<file path="config.mk">
export PLATFORM = sky130hd
export DESIGN_NAME = instr_fetch_queue_flat
export DESIGN_NICKNAME = d
export VERILOG_FILES = /design/src/rtl/instr_fetch_queue_if.sv /design/src/rtl/instr_fetch_queue.sv /design/src/flat_wrapper.sv
export SDC_FILE = /design/constraint.sdc
export NUM_CORES = 1
export LEC_CHECK = 0
export ABC_AREA = 1
export BUFFER_PORTS_ARGS = -buffer_cell sky130_fd_sc_hd__buf_2
export CORE_UTILIZATION = 55
export CTS_CLUSTER_SIZE = 12
export DETAILED_ROUTE_END_ITERATION = 12
export PLACE_DENSITY = 0.84
export SLEW_MARGIN = 15
export SYNTH_ARGS = -nofsm -noshare
export SYNTH_HDL_FRONTEND = slang
export SYNTH_SLANG_ARGS = --single-unit
</file>
<file path="constraint.sdc">
create_clock -name clk -period 6.9 [get_ports clk]
set_input_delay 0.69 -clock clk [delete_from_list [all_inputs] [get_ports clk]]
set_output_delay 0.69 -clock clk [all_outputs]
set_load 0.02 [all_outputs]
</file>
<file path="src/rtl/instr_fetch_queue_if.sv">
// instr_fetch_queue_if: ROM read port, redirect and issue handshake of the fetch front end
interface instr_fetch_queue_if;
  logic        rom_nrd;
  logic [31:0] rom_addr;
  logic [31:0] rom_data;
  logic        redirect;
  logic [31:0] redirect_pc;
  logic        issue_ready;
  logic        issue_valid;
  logic [31:0] issue_instr;
  logic [31:0] issue_pc;
  logic        fetch_done;
  modport master (
    output rom_nrd, rom_addr, issue_valid, issue_instr, issue_pc, fetch_done,
    input  rom_data, redirect, redirect_pc, issue_ready
  );
  modport slave (
    input  rom_nrd, rom_addr, issue_valid, issue_instr, issue_pc, fetch_done,
    output rom_data, redirect, redirect_pc, issue_ready
  );
endinterface

</file>
<file path="src/rtl/instr_fetch_queue.sv">
// instr_fetch_queue: reads big-endian words from the instruction ROM into a small FIFO feeding issue
module instr_fetch_queue #(
  parameter int          QUEUE_DEPTH = 4,
  parameter logic [31:0] RESET_PC    = 32'd0,
  parameter int          ROM_BYTES   = 100
) (
  input logic                 clk,
  input logic                 nrst,
  instr_fetch_queue_if.master bus
);
  localparam int AW = $clog2(QUEUE_DEPTH);
  logic [31:0]   pc;
  logic [31:0]   q_instr [QUEUE_DEPTH];
  logic [31:0]   q_pc [QUEUE_DEPTH];
  logic [AW-1:0] rd_ptr, wr_ptr;
  logic [AW:0]   count;
  logic          end_flag, fetch_en, pop;
  // 33-bit compare so a pc near 2^32 cannot wrap past the end check
  assign end_flag = ({1'b0, pc} + 33'd4) > 33'(ROM_BYTES);
  assign fetch_en = nrst & ~bus.redirect & ~end_flag & (count != (AW+1)'(QUEUE_DEPTH));
  assign pop = bus.issue_valid & bus.issue_ready;
  assign bus.rom_nrd = ~fetch_en;
  assign bus.rom_addr = pc;
  assign bus.issue_valid = count != '0;
  assign bus.issue_instr = q_instr[rd_ptr];
  assign bus.issue_pc = q_pc[rd_ptr];
  assign bus.fetch_done = end_flag & (count == '0);
  always_ff @(posedge clk) begin
    if (fetch_en) begin
      q_instr[wr_ptr] <= bus.rom_data;
      q_pc[wr_ptr] <= pc;
    end
  end
  always_ff @(posedge clk or negedge nrst) begin
    if (!nrst) begin
      pc <= RESET_PC;
      rd_ptr <= '0;
      wr_ptr <= '0;
      count <= '0;
    end else if (bus.redirect) begin
      pc <= bus.redirect_pc & ~32'd3;
      rd_ptr <= '0;
      wr_ptr <= '0;
      count <= '0;
    end else begin
      if (fetch_en) begin
        wr_ptr <= wr_ptr + 1'b1;
        pc <= pc + 32'd4;
      end
      if (pop) rd_ptr <= rd_ptr + 1'b1;
      count <= count + {{AW{1'b0}}, fetch_en} - {{AW{1'b0}}, pop};
    end
  end
endmodule

</file>
<file path="src/flat_wrapper.sv">
// flat-port wrapper written by rule: the top's interface ports become plain ports
module instr_fetch_queue_flat 
#(
  parameter int          QUEUE_DEPTH = 4,
  parameter logic [31:0] RESET_PC    = 32'd0,
  parameter int          ROM_BYTES   = 100
)
  (clk, nrst, bus_rom_nrd, bus_rom_addr, bus_issue_valid, bus_issue_instr, bus_issue_pc, bus_fetch_done, bus_rom_data, bus_redirect, bus_redirect_pc, bus_issue_ready);
  instr_fetch_queue_if bus_i ();
  input logic clk;
  input logic nrst;
  output wire logic [$bits(bus_i.rom_nrd)-1:0] bus_rom_nrd;
  output wire logic [$bits(bus_i.rom_addr)-1:0] bus_rom_addr;
  output wire logic [$bits(bus_i.issue_valid)-1:0] bus_issue_valid;
  output wire logic [$bits(bus_i.issue_instr)-1:0] bus_issue_instr;
  output wire logic [$bits(bus_i.issue_pc)-1:0] bus_issue_pc;
  output wire logic [$bits(bus_i.fetch_done)-1:0] bus_fetch_done;
  input wire logic [$bits(bus_i.rom_data)-1:0] bus_rom_data;
  input wire logic [$bits(bus_i.redirect)-1:0] bus_redirect;
  input wire logic [$bits(bus_i.redirect_pc)-1:0] bus_redirect_pc;
  input wire logic [$bits(bus_i.issue_ready)-1:0] bus_issue_ready;
  assign bus_rom_nrd = bus_i.rom_nrd;
  assign bus_rom_addr = bus_i.rom_addr;
  assign bus_issue_valid = bus_i.issue_valid;
  assign bus_issue_instr = bus_i.issue_instr;
  assign bus_issue_pc = bus_i.issue_pc;
  assign bus_fetch_done = bus_i.fetch_done;
  assign bus_i.rom_data = bus_rom_data;
  assign bus_i.redirect = bus_redirect;
  assign bus_i.redirect_pc = bus_redirect_pc;
  assign bus_i.issue_ready = bus_issue_ready;
  instr_fetch_queue #(.QUEUE_DEPTH(QUEUE_DEPTH), .RESET_PC(RESET_PC), .ROM_BYTES(ROM_BYTES)) u_core (.clk(clk), .nrst(nrst), .bus(bus_i));
endmodule
</file>
==> impl_results.md, run 1 <==
* Setup-failing EPs final at 0
* Post-CTS sizing at 0
* Peak VDD IR at 0.000239 V
* Reg area at 8380 um2
* Post-DR vias/cell at 5.59
* Post-CTS setup buffer count at 0
* Static Leak at 5.31 nW
* Ant diodes at 0
* DR iter-0 viols at 673
* Non-filler instance count after layout at 1490
* Synth warn at 0
* Sequential Power Share at 45.2%
* Sw power at 1.37 mW
* Final Cell Area at 13800 um2
* Number of flops mapped to enable cells by yosys at 248
* DRC Markers at 0
* Slowest cell on the critical path: buf_4
* R2R Path Start: u_core.bus.rom_addr[2]$_DFFE_PN0P_
* Outcome: completed
* Clock skew at 0.0113 ns
* Final Cycle Share at 58.6%
* Final HPWL DP at 15.1 mm
* Core box area at 21100 um2
* ANT nets after route at 0
* DRT Wirelength at 25.8 mm
* Avg WL per Cell at 17.3 um
* CTS root buf: clkbuf_16
* Die height at 149 um
* Adder-Cell Fraction of Synth Area at 1.01%
* Netlist Area Pre-Place at 11900 um2
* Worst path bufs/invs at 2
* All-layer global routing usage at 23.4%
* First-pass GRT wire length at 39.9 mm
* Longest Clk Path Bufs at 3
* Placed instance count at 1444
* Clock group share of total power at 32.4%
* Max Cap Viol at 0
* Data required, critical path at 7.07 ns
* Overall power at 4.42 mW
* Clock sinks at 285
* Worst path top cell family by delay: simple AND/OR/NAND/NOR gates
* Internal power at 3.05 mW
* Mux contribution to synthesized area at 0%
* Slew HR at 21.5%
* Clk Latency, worst-skew pair at 0.54 ns
* Critical Path Stages at 13
* Power per cell area at 321 nW/um2
* Congestion Overflow GR at 0
* Initial antenna violation count at 0
* Crit path time final at 4.04 ns
* CP Class: flip-flop to flip-flop
* Vias in the first global route at 7818
* Endpoints failing hold at 0
* Crit end category: flip-flop
* Nets at 1277
* Drt first pass iters at 5
* CTS buffer count at 29
* Arr. time, crit path at 4.21 ns
* Worst-margin pin slew at 1.18 ns
* Comb power frac at 22.4%
* Port Buf Inserts at 160
* CP max FO at 41
* Setup TNS at 0 ns
* Worst reg2reg endpoint: u_core.q_instr[3][27]$_DFFE_PP_
* Avg Synthesized Cell Area at 11.3 um2
* Vias at 8325
* Area growth from synthesis to layout at 15.8%
* CTS H-Tree Depth at 1
* Startpoint types: flip-flop
* Post-synthesis sequential area ratio at 70.4%
* Most common cell after layout, fill and taps aside: edfxtp_1
* Yosys cell types at 33
* Hold buffers post-CTS at 0
* Post-synthesis register bit count at 285
* Worst Reg-to-Reg Cells at 13
* Row count at 53
* Crit-path cells: ha_1, nand2_1, nor2_2, nand3_1, o21ai_1, nand2_1, nor2_1, nand3_1, nor2_1, nand4_2, buf_4, nor2_4, buf_4
* Number of fill cells at 1592
* Top_reg_cell synth: edfxtp_1
* Critical Path Sink: u_core.q_instr[3][27]$_DFFE_PP_
* Net Sw Frac at 31.1%
* Max Slew Vio Count at 0
* Worst R2R Setup Slack at 2.86 ns
* Largest net degree at the start of global routing at 126
* Cells after Synth at 1053
* Die ar. at 22200 um2
* Placed Area at 12900 um2
* # IOs at 167
* CTS tree: done
* Die width at 149 um
* Hold WC Path Type: primary input to async pin
* FFs w/ async S/R, synth at 13.0%
* Largest family of logic cells by synthesized area: simple AND/OR/NAND/NOR gates
* Multi-input gate area at 3110 um2
* Simple-gate share of the synthesized area at 15.3%
* XOR/XNOR share of the synthesized area at 0.295%
* Most frequent cells in the layout: edfxtp_1, nand2_1, nor2_1, buf_2, o21ai_0
* CP Launch Point: u_core.bus.rom_addr[2]$_DFFE_PN0P_
* Share of cells above drive strength 1 at 18.5%
* Max Clk Rate at 0.248 GHz
* Slowest cell delay on critical path at 0.65 ns
* RSZ-0062 raised after global routing: false
* Compound-gate portion of the synthesized area at 9.18%
* Routability Congestion at 0.875
* Initial Util at 56.4%
* Clk pin slew, worst setup/hold paths at 0.06 ns
how the worst min path moves through the flow:
stage	from	slack [ns]	cells after the start	to
5_1_grt	nrst	0.21	2	u_core.bus.rom_addr[26]$_DFFE_PN0P_
3_3_place_gp	u_core.wr_ptr[1]$_DFFE_PN0P_	0.56	2	u_core.wr_ptr[1]$_DFFE_PN0P_
3_5_place_dp	u_core.wr_ptr[1]$_DFFE_PN0P_	0.56	2	u_core.wr_ptr[1]$_DFFE_PN0P_
4_1_cts	nrst	0.19	2	u_core.bus.rom_addr[26]$_DFFE_PN0P_
2_1_floorplan	nrst	0.39	0	u_core.bus.rom_addr[10]$_DFFE_PN0P_
6_report	nrst	0.19	2	u_core.bus.rom_addr[26]$_DFFE_PN0P_
sequential cells by signal, summed over array words and instances (netlist names):
name,flops
u_core.wr_ptr,2
u_core.q_instr,128
u_core.rd_ptr,2
u_core.q_pc,120
u_core.bus.rom_addr,30
u_core.count,3
per-layer routing:
layer / vias to the layer above / part of all wire (%) / wire, um / GRT usage, %
met5: - / 0 / 0 / 0
met3: 39 / 7.3 / 1890 / 3.24
met1: 3963 / 41 / 10500 / 30.2
met4: 0 / 1.9 / 494 / 7.24
li1: 3975 / - / - / -
met2: 348 / 50 / 13000 / 41.1
through the flow:
stage	util (%)	hold WS, ns	worst slack (ns)
CTS	65.3	0.187	2.82
floorplan	-	0.394	1.73
global placement	61.2	0.558	2.93
finish	65.3	0.189	2.86
detailed placement	61.2	0.564	2.84
global route	65.3	0.212	2.54
area by class of cell:
cell class	count	share of cell area, %
inverter	56	1.54
tap	275	2.50
timing repair buffer	169	6.33
sequential	285	60.9
clock buffer	38	5.52
clock inverter	8	0.691
multi-input combinational	659	22.6
synthesized netlist by cell type (3+ instances only):
master / number / share of area [%]
edfxtp_1: 248 / 63
nand2_1: 184 / 5.8
nor2_1: 179 / 5.7
o21ai_0: 130 / 5.5
o22ai_1: 62 / 3.3
inv_1: 54 / 1.7
nand3_1: 48 / 2.0
clkbuf_1: 45 / 1.4
dfrtp_1: 37 / 7.8
nand4_1: 9 / 0.47
ha_1: 8 / 0.84
nor2_2: 5 / 0.26
buf_4: 4 / 0.25
nand3b_1: 4 / 0.25
a21oi_1: 3 / 0.13
buf_1: 3 / 0.095
nor3_1: 3 / 0.13
power groups by stage:
stage | Clock [mW] | Combinational [mW] | Sequential [mW]
after floorplan | 0 | 0.661 | 2.01
after global placement | 0 | 0.962 | 2.03
after detailed placement | 0 | 0.991 | 2.03
after CTS | 1.45 | 0.997 | 2.00
after global routing | 1.52 | 1.09 | 2.01
final | 1.43 | 0.993 | 2.00
cells by family after synthesis:
family,Yosys count
XOR/XNOR,4
AO/OA/AOI/OAI,201
other,1
buffers and inverters,112
AND/OR/NAND/NOR,441
adder cells (fa/ha/maj),9
flip-flops,285
(Power assumes the default switching activity.)
==> run 2: changes to the inputs <==
==> constraint.sdc (replaced) <==
create_clock -name clk -period 3.75 [get_ports clk]
set_input_delay 0.375 -clock clk [delete_from_list [all_inputs] [get_ports clk]]
set_output_delay 0.375 -clock clk [all_outputs]
set_load 0.02 [all_outputs]
==> run 2 against run 1 <==
- global-route usage up 0.075 points
- cell area up 1.1%
- first-iteration DRC count is 11% lower
- sequential share of layout area shrank 0.61 points
- largest cell class unchanged
- highest routed layer unchanged
==> impl_results.md, run 2 (same netlist as run 1, synthesis figures left out) <==
* Setup WS post-layout at 0.273 ns (was 2.86 ns)
* Placed instance count at 1453 (was 1444)
* Net Sw Frac at 31.0% (was 31.1%)
* Worst-margin pin slew at 0.860 ns (was 1.18 ns)
* Initial Util at 56.4% (unchanged)
* Clk Latency, worst-skew pair at 0.55 ns (was 0.54 ns)
* Initial antenna violation count at 0 (unchanged)
* CP Launch Point: u_core.bus.rom_addr[8]$_DFFE_PN0P_ (was u_core.bus.rom_addr[2]$_DFFE_PN0P_)
* Longest Clk Path Bufs at 3 (unchanged)
* All-layer global routing usage at 23.5% (was 23.4%)
* Worst R2R Setup Slack at 0.63 ns (was 2.86 ns)
* Final Cycle Share at 92.7%
* # IOs at 167 (unchanged)
* Die width at 149 um (unchanged)
* Clock skew at 0.00874 ns (was 0.0113 ns)
* Die ar. at 22200 um2 (unchanged)
* DRT Wirelength at 25.9 mm (was 25.8 mm)
* CTS tree: done (unchanged)
* Hold WC Path Type: primary input to flip-flop (was primary input to async pin)
* Routability Congestion at 0.893 (was 0.875)
* Internal power at 5.64 mW (was 3.05 mW)
* Crit path time final at 3.48 ns
* CTS H-Tree Depth at 1 (unchanged)
* Largest register FFs at 128 (unchanged)
* Die height at 149 um (unchanged)
* Max Clk Rate at 0.288 GHz
* First-pass GRT wire length at 40.3 mm (was 39.9 mm)
* Slew HR at 42.6% (was 21.5%)
* Data required, critical path at 3.38 ns (was 7.07 ns)
* Ant diodes at 0 (unchanged)
* Comb power frac at 22.5% (was 22.4%)
* Hold slack at 0.0280 ns (was 0.189 ns)
* DR iter-0 viols at 598 (was 673)
* CP max FO at 32 (was 41)
* Share of cells above drive strength 1 at 20.0% (was 18.5%)
* CP Class: flip-flop to output pin (was flip-flop to flip-flop)
* Number of fill cells at 1569 (was 1592)
* Vias in the first global route at 8051 (was 7818)
* Clock sinks at 285 (unchanged)
* Placed Area at 13000 um2 (was 12900 um2)
* Static Leak at 5.38 nW (was 5.31 nW)
* Core box area at 21100 um2 (unchanged)
* Congestion Overflow GR at 0 (unchanged)
* Critical Path Sink: bus_rom_nrd (was u_core.q_instr[3][27]$_DFFE_PP_)
* Nets at 1292 (was 1277)
* Sequential Power Share at 45.4% (was 45.2%)
* Sw power at 2.53 mW (was 1.37 mW)
* Most frequent cells in the layout: edfxtp_1, nand2_1, nor2_1, buf_2, o21ai_0 (unchanged)
* Multi-input gate area at 3110 um2 (unchanged)
* Non-filler instance count after layout at 1505 (was 1490)
* Power per cell area at 587 nW/um2 (was 321 nW/um2)
* Worst reg2reg endpoint: u_core.count[2]$_DFF_PN0_ (was u_core.q_instr[3][27]$_DFFE_PP_)
* ANT nets after route at 0 (unchanged)
* RSZ-0062 raised after global routing: false (unchanged)
* Peak VDD IR at 0.000440 V (was 0.000239 V)
* Arr. time, crit path at 3.10 ns (was 4.21 ns)
* Port Buf Inserts at 160 (unchanged)
* Most common cell after layout, fill and taps aside: edfxtp_1 (unchanged)
* Top reg by flops: u_core.q_instr (unchanged)
* Post-layout util at 66.0% (was 65.3%)
* Final HPWL DP at 15.5 mm (was 15.1 mm)
* CTS root buf: clkbuf_16 (unchanged)
* Reg area at 8390 um2 (was 8380 um2)
* Outcome: completed (unchanged)
* DRC Markers at 0 (unchanged)
* CTS buffer count at 29 (unchanged)
* Final Cell Area at 13900 um2 (was 13800 um2)
* Clk pin slew, worst setup/hold paths at 0.06 ns (about the same)
* Worst Reg-to-Reg Cells at 18 (was 13)
* Setup WS pre-CTS at 0.440 ns (was 2.84 ns)
* Endpoints failing hold at 0 (unchanged)
* Avg WL per Cell at 17.2 um (was 17.3 um)
* Startpoint types: flip-flop (unchanged)
* Row count at 53 (unchanged)
* Area growth from synthesis to layout at 17.1% (was 15.8%)
* Max Slew Vio Count at 0 (unchanged)
* Largest net degree at the start of global routing at 75 (was 126)
* R2R Path Start: u_core.bus.rom_addr[8]$_DFFE_PN0P_ (was u_core.bus.rom_addr[2]$_DFFE_PN0P_)
* Vias at 8406 (was 8325)
* Drt first pass iters at 7 (was 5)
* Clock group share of total power at 32.2% (was 32.4%)
* Setup-failing EPs final at 0 (unchanged)
* Crit end category: output pin (was flip-flop)
* Max Cap Viol at 0 (unchanged)
* Post-DR vias/cell at 5.59 (about the same)
## run 2: metrics by stage
step	setup TNS, ns	power (mW)
floorplan	-96.92	4.92
global placement	0	5.53
detailed placement	0	5.59
CTS	0	8.21
global route	0	8.51
finish	0	8.17
## run 2: power groups by stage
| stage | clock network [mW] | registers (mW) | logic (mW) |
|---|---|---|---|
| 6_report | 2.63 | 3.71 | 1.84 |
| 2_1_floorplan | 0 | 3.70 | 1.22 |
| 3_5_place_dp | 0 | 3.77 | 1.82 |
| 3_3_place_gp | 0 | 3.76 | 1.77 |
| 4_1_cts | 2.67 | 3.70 | 1.83 |
| 5_1_grt | 2.79 | 3.72 | 2.01 |
## run 2: worst min path at each step
stage          slack [ns]                                  end  cells after the start                start
6_report             0.03  u_core.bus.rom_addr[31]$_DFFE_PN0P_                      3  bus_redirect_pc[31]
5_1_grt              0.03       u_core.q_instr[2][8]$_DFFE_PP_                      1      bus_rom_data[8]
4_1_cts              0.01  u_core.bus.rom_addr[31]$_DFFE_PN0P_                      3  bus_redirect_pc[31]
3_5_place_dp         0.50  u_core.bus.rom_addr[26]$_DFFE_PN0P_                      2                 nrst
3_3_place_gp         0.50  u_core.bus.rom_addr[26]$_DFFE_PN0P_                      2                 nrst
2_1_floorplan        0.08  u_core.bus.rom_addr[10]$_DFFE_PN0P_                      0                 nrst
## run 2: final cells by class
type	count	share of cell area [%]
Tap cell	275	2.47
Multi-Input combinational cell	659	22.3
Sequential cell	285	60.2
Clock inverter	8	0.665
Clock buffer	38	5.45
Timing Repair Buffer	184	7.33
Inverter	56	1.52
## run 2: critical path, cell delays in order (launching register included)
cell and delay, ns:
dfrtp_1 0.58, nand2_1 0.21, nor2_4 0.23, nand3_1 0.15, inv_1 0.10, nand2_1 0.07
nand2_1 0.07, nand2_1 0.05, inv_1 0.06, nand3_1 0.07, nor2_1 0.18, nand4_2 0.13
buf_4 0.21, buf_4 0.25, buf_2 0.20
## run 2: per-layer routing
layer  up-vias  wire [um]  GRT usage [%]
met4         0        574           6.58
met2       321      13000           41.7
li1       4013          -              -
met5         -          0              0
met3        50       1800           3.06
met1      4022      10500           30.2
## run 2: what timing repair did
action	CTS	global route
hold endpoints to repair	37	0
setup buffers	0	5
hold buffers	1	0
endpoints found under the setup margin	0	1
resized for setup	0	9
==> run 3: changes to the inputs <==
--- a/config.mk
+++ b/config.mk
@@ -10,6 +10,7 @@
 export CORE_UTILIZATION = 55
 export CTS_CLUSTER_SIZE = 12
 export DETAILED_ROUTE_END_ITERATION = 12
+export HOLD_SLACK_MARGIN = 0.15
 export PLACE_DENSITY = 0.84
 export SLEW_MARGIN = 15
 export SYNTH_ARGS = -nofsm -noshare
==> run 3 against run 2 <==
- via count is 3.5% higher
- clock power hardly changed
- global-route usage is 1.4 points higher
- count of clock-buffer cells in the layout stayed put
- total power is 0.90% higher
- combinational power is 3% higher
- cell count is 4.0% higher
- cell area is 4.3% higher
- sequential cell count stayed put
- sequential power hardly changed
- sequential share of layout area is 2.5 points lower
- utilization is 2.8 points higher
- largest power group unchanged
==> impl_results.md, run 3 (same netlist as run 1, synthesis figures left out) <==
* Peak VDD IR at 0.000444 V (was 0.000440 V)
* CTS buffer count at 29 (unchanged)
* Worst-margin pin slew at 0.859 ns (was 0.860 ns)
* Startpoint types: flip-flop (unchanged)
* First-pass GRT wire length at 42.5 mm (was 40.3 mm)
* Longest Clk Path Bufs at 3 (unchanged)
* Area growth from synthesis to layout at 22.1% (was 17.1%)
* Max Slew Vio Count at 0 (unchanged)
* Outcome: completed (unchanged)
* Crit path time final at 3.51 ns (was 3.48 ns)
* Setup TNS at 0 ns (unchanged)
* CTS root buf: clkbuf_16 (unchanged)
* Slew HR at 42.6% (about the same)
* Internal power at 5.68 mW (was 5.64 mW)
* CP max FO at 32 (unchanged)
* Largest register FFs at 128 (unchanged)
* DR iter-0 viols at 611 (was 598)
* Power per cell area at 567 nW/um2 (was 587 nW/um2)
* GR Layer Usage met1 at 31.3% (was 30.2%)
* DRC Markers at 0 (unchanged)
* Placed Area at 13000 um2 (unchanged)
* Die height at 149 um (unchanged)
* Net Sw Frac at 31.1% (was 31.0%)
* Sequential Power Share at 45.0% (was 45.4%)
* Worst reg2reg endpoint: u_core.count[2]$_DFF_PN0_ (unchanged)
* Data required, critical path at 3.38 ns (about the same)
* Worst Reg-to-Reg Cells at 16 (was 18)
* Setup WS pre-CTS at 0.440 ns (unchanged)
* Drt first pass iters at 8 (was 7)
* Sw power at 2.56 mW (was 2.53 mW)
* Vias in the first global route at 8584 (was 8051)
* R2R Path Start: u_core.bus.rom_addr[8]$_DFFE_PN0P_ (unchanged)
* CTS H-Tree Depth at 1 (unchanged)
* Endpoints failing hold at 0 (unchanged)
* Clk pin slew, worst setup/hold paths at 0.06 ns (about the same)
* Avg WL per Cell at 17.5 um (was 17.2 um)
* Met3 Usage GRT at 3.55% (was 3.06%)
* CP Class: flip-flop to output pin (unchanged)
* Initial antenna violation count at 0 (unchanged)
* Nets at 1352 (was 1292)
* Setup-failing EPs final at 0 (unchanged)
* Die ar. at 22200 um2 (unchanged)
* Clock sinks at 285 (unchanged)
* Number of fill cells at 1465 (was 1569)
* Comb power frac at 23.1% (was 22.5%)
* Top reg by flops: u_core.q_instr (unchanged)
* Static Leak at 5.63 nW (was 5.38 nW)
* Met2 usage at 44.7% (was 41.7%)
* RSZ-0062 raised after global routing: false (unchanged)
* Busiest grt layer: met2 (unchanged)
* Final HPWL DP at 15.5 mm (unchanged)
* Max Cap Viol at 0 (unchanged)
* Post-DR vias/cell at 5.56 (was 5.59)
* Congestion Overflow GR at 0 (unchanged)
* Clock skew at 0.0117 ns (was 0.00874 ns)
* Most common cell after layout, fill and taps aside: edfxtp_1 (unchanged)
* Hold path start: bus_redirect_pc[5] (was bus_redirect_pc[31])
* Multi-input gate area at 3110 um2 (unchanged)
* Initial Util at 56.4% (unchanged)
* All-layer global routing usage at 24.9% (was 23.5%)
* Share of cells above drive strength 1 at 19.1% (was 20.0%)
* Routability Congestion at 0.893 (unchanged)
* Port Buf Inserts at 160 (unchanged)
* Post-layout util at 68.9% (was 66.0%)
* Crit end category: output pin (unchanged)
* Hold Path Stages at 5 (was 3)
* Most frequent cells in the layout: edfxtp_1, nand2_1, nor2_1, buf_2, o21ai_0 (unchanged)
* Clk Latency, worst-skew pair at 0.55 ns (about the same)
* Hold WC Path Type: primary input to flip-flop (unchanged)
* Setup WS post-layout at 0.244 ns (was 0.273 ns)
* Max Clk Rate at 0.285 GHz (was 0.288 GHz)
* Worst R2R Setup Slack at 0.57 ns (was 0.63 ns)
* Overall power at 8.24 mW (was 8.17 mW)
* Final Cell Area at 14500 um2 (was 13900 um2)
* Core box area at 21100 um2 (unchanged)
* DRT Wirelength at 27.4 mm (was 25.9 mm)
* Final Cycle Share at 93.5% (was 92.7%)
* Row count at 53 (unchanged)
* # IOs at 167 (unchanged)
* Reg area at 8390 um2 (unchanged)
* Vias at 8699 (was 8406)
* Hold endpoint: u_core.bus.rom_addr[5]$_DFFE_PN0P_ (was u_core.bus.rom_addr[31]$_DFFE_PN0P_)
* CTS tree: done (unchanged)
* Die width at 149 um (unchanged)
* ANT nets after route at 0 (unchanged)
* Arr. time, crit path at 3.13 ns (was 3.10 ns)
* Ant diodes at 0 (unchanged)
* Largest net degree at the start of global routing at 75 (unchanged)
* Clock group share of total power at 32.0% (was 32.2%)
==> run 3: changes by cell type in the layout (fill, tap and decap cells not counted), sizes merged <==
cell	before	now
dlygate4sd3	1	61
==> run 3: critical path, cell delays in order, from the launching register on <==
cell and delay (ns):
dfrtp_1 0.59, nand2_1 0.20, nor2_1 0.18, nand3_1 0.13, nor2_1 0.26, nand3_1 0.11
nand2_1 0.08, nand2_1 0.05, nor2_1 0.18, nand4_2 0.13, buf_4 0.21, buf_4 0.25
buf_2 0.20
==> run 3: what timing repair did <==
action	CTS	global route
resized for setup	0	9
setup endpoints to repair	0	1
hold buffers	61	0
endpoints found under the hold margin	193	0
setup buffers	0	5
==> run 3: through the flow <==
stage / cells / hold slack (ns)
2_1_floorplan: 1056 / 0.0794
3_3_place_gp: 1453 / 0.501
3_5_place_dp: 1453 / 0.500
4_1_cts: 1560 / 0.153
5_1_grt: 1565 / 0.209
6_report: 1565 / 0.156
==> run 3: metal layers <==
| layer | vias to the layer above | share of wire, % |
|---|---|---|
| met5 | - | 0 |
| met4 | 0 | 1.8 |
| met1 | 4174 | 40 |
| met3 | 45 | 6.8 |
| met2 | 348 | 51 |
| li1 | 4132 | - |
==> run 3: worst max-delay path by stage <==
stage	startpoint	endpoint	slack [ns]	cells past startpoint
after CTS	u_core.bus.rom_addr[2]$_DFFE_PN0P_	bus_rom_nrd	0.06	13
after floorplan	u_core.bus.rom_addr[3]$_DFFE_PN0P_	u_core.q_instr[0][0]$_DFFE_PP_	-0.39	14
after detailed placement	u_core.bus.rom_addr[2]$_DFFE_PN0P_	u_core.count[2]$_DFF_PN0_	0.44	17
final	u_core.bus.rom_addr[8]$_DFFE_PN0P_	bus_rom_nrd	0.24	12
after global routing	u_core.bus.rom_addr[6]$_DFFE_PN0P_	bus_rom_nrd	0.0005	12
after global placement	u_core.bus.rom_addr[2]$_DFFE_PN0P_	u_core.count[2]$_DFF_PN0_	0.55	17
==> run 3: cell type report <==
cell class | instances | share of cell area [%]
multi-input cells | 659 | 21.4
well taps | 275 | 2.37
clock inverters | 8 | 0.637
repair buffers | 244 | 11.2
clock buffers | 38 | 5.23
flip-flops and latches | 285 | 57.8
inverters | 56 | 1.46
==> run 3: power by group through the flow <==
stage | clock [mW] | sequential (mW) | combinational [mW]
6_report | 2.64 | 3.71 | 1.90
5_1_grt | 2.79 | 3.72 | 2.07
4_1_cts | 2.67 | 3.70 | 1.88
3_5_place_dp | 0 | 3.77 | 1.82
3_3_place_gp | 0 | 3.76 | 1.77
2_1_floorplan | 0 | 3.70 | 1.22
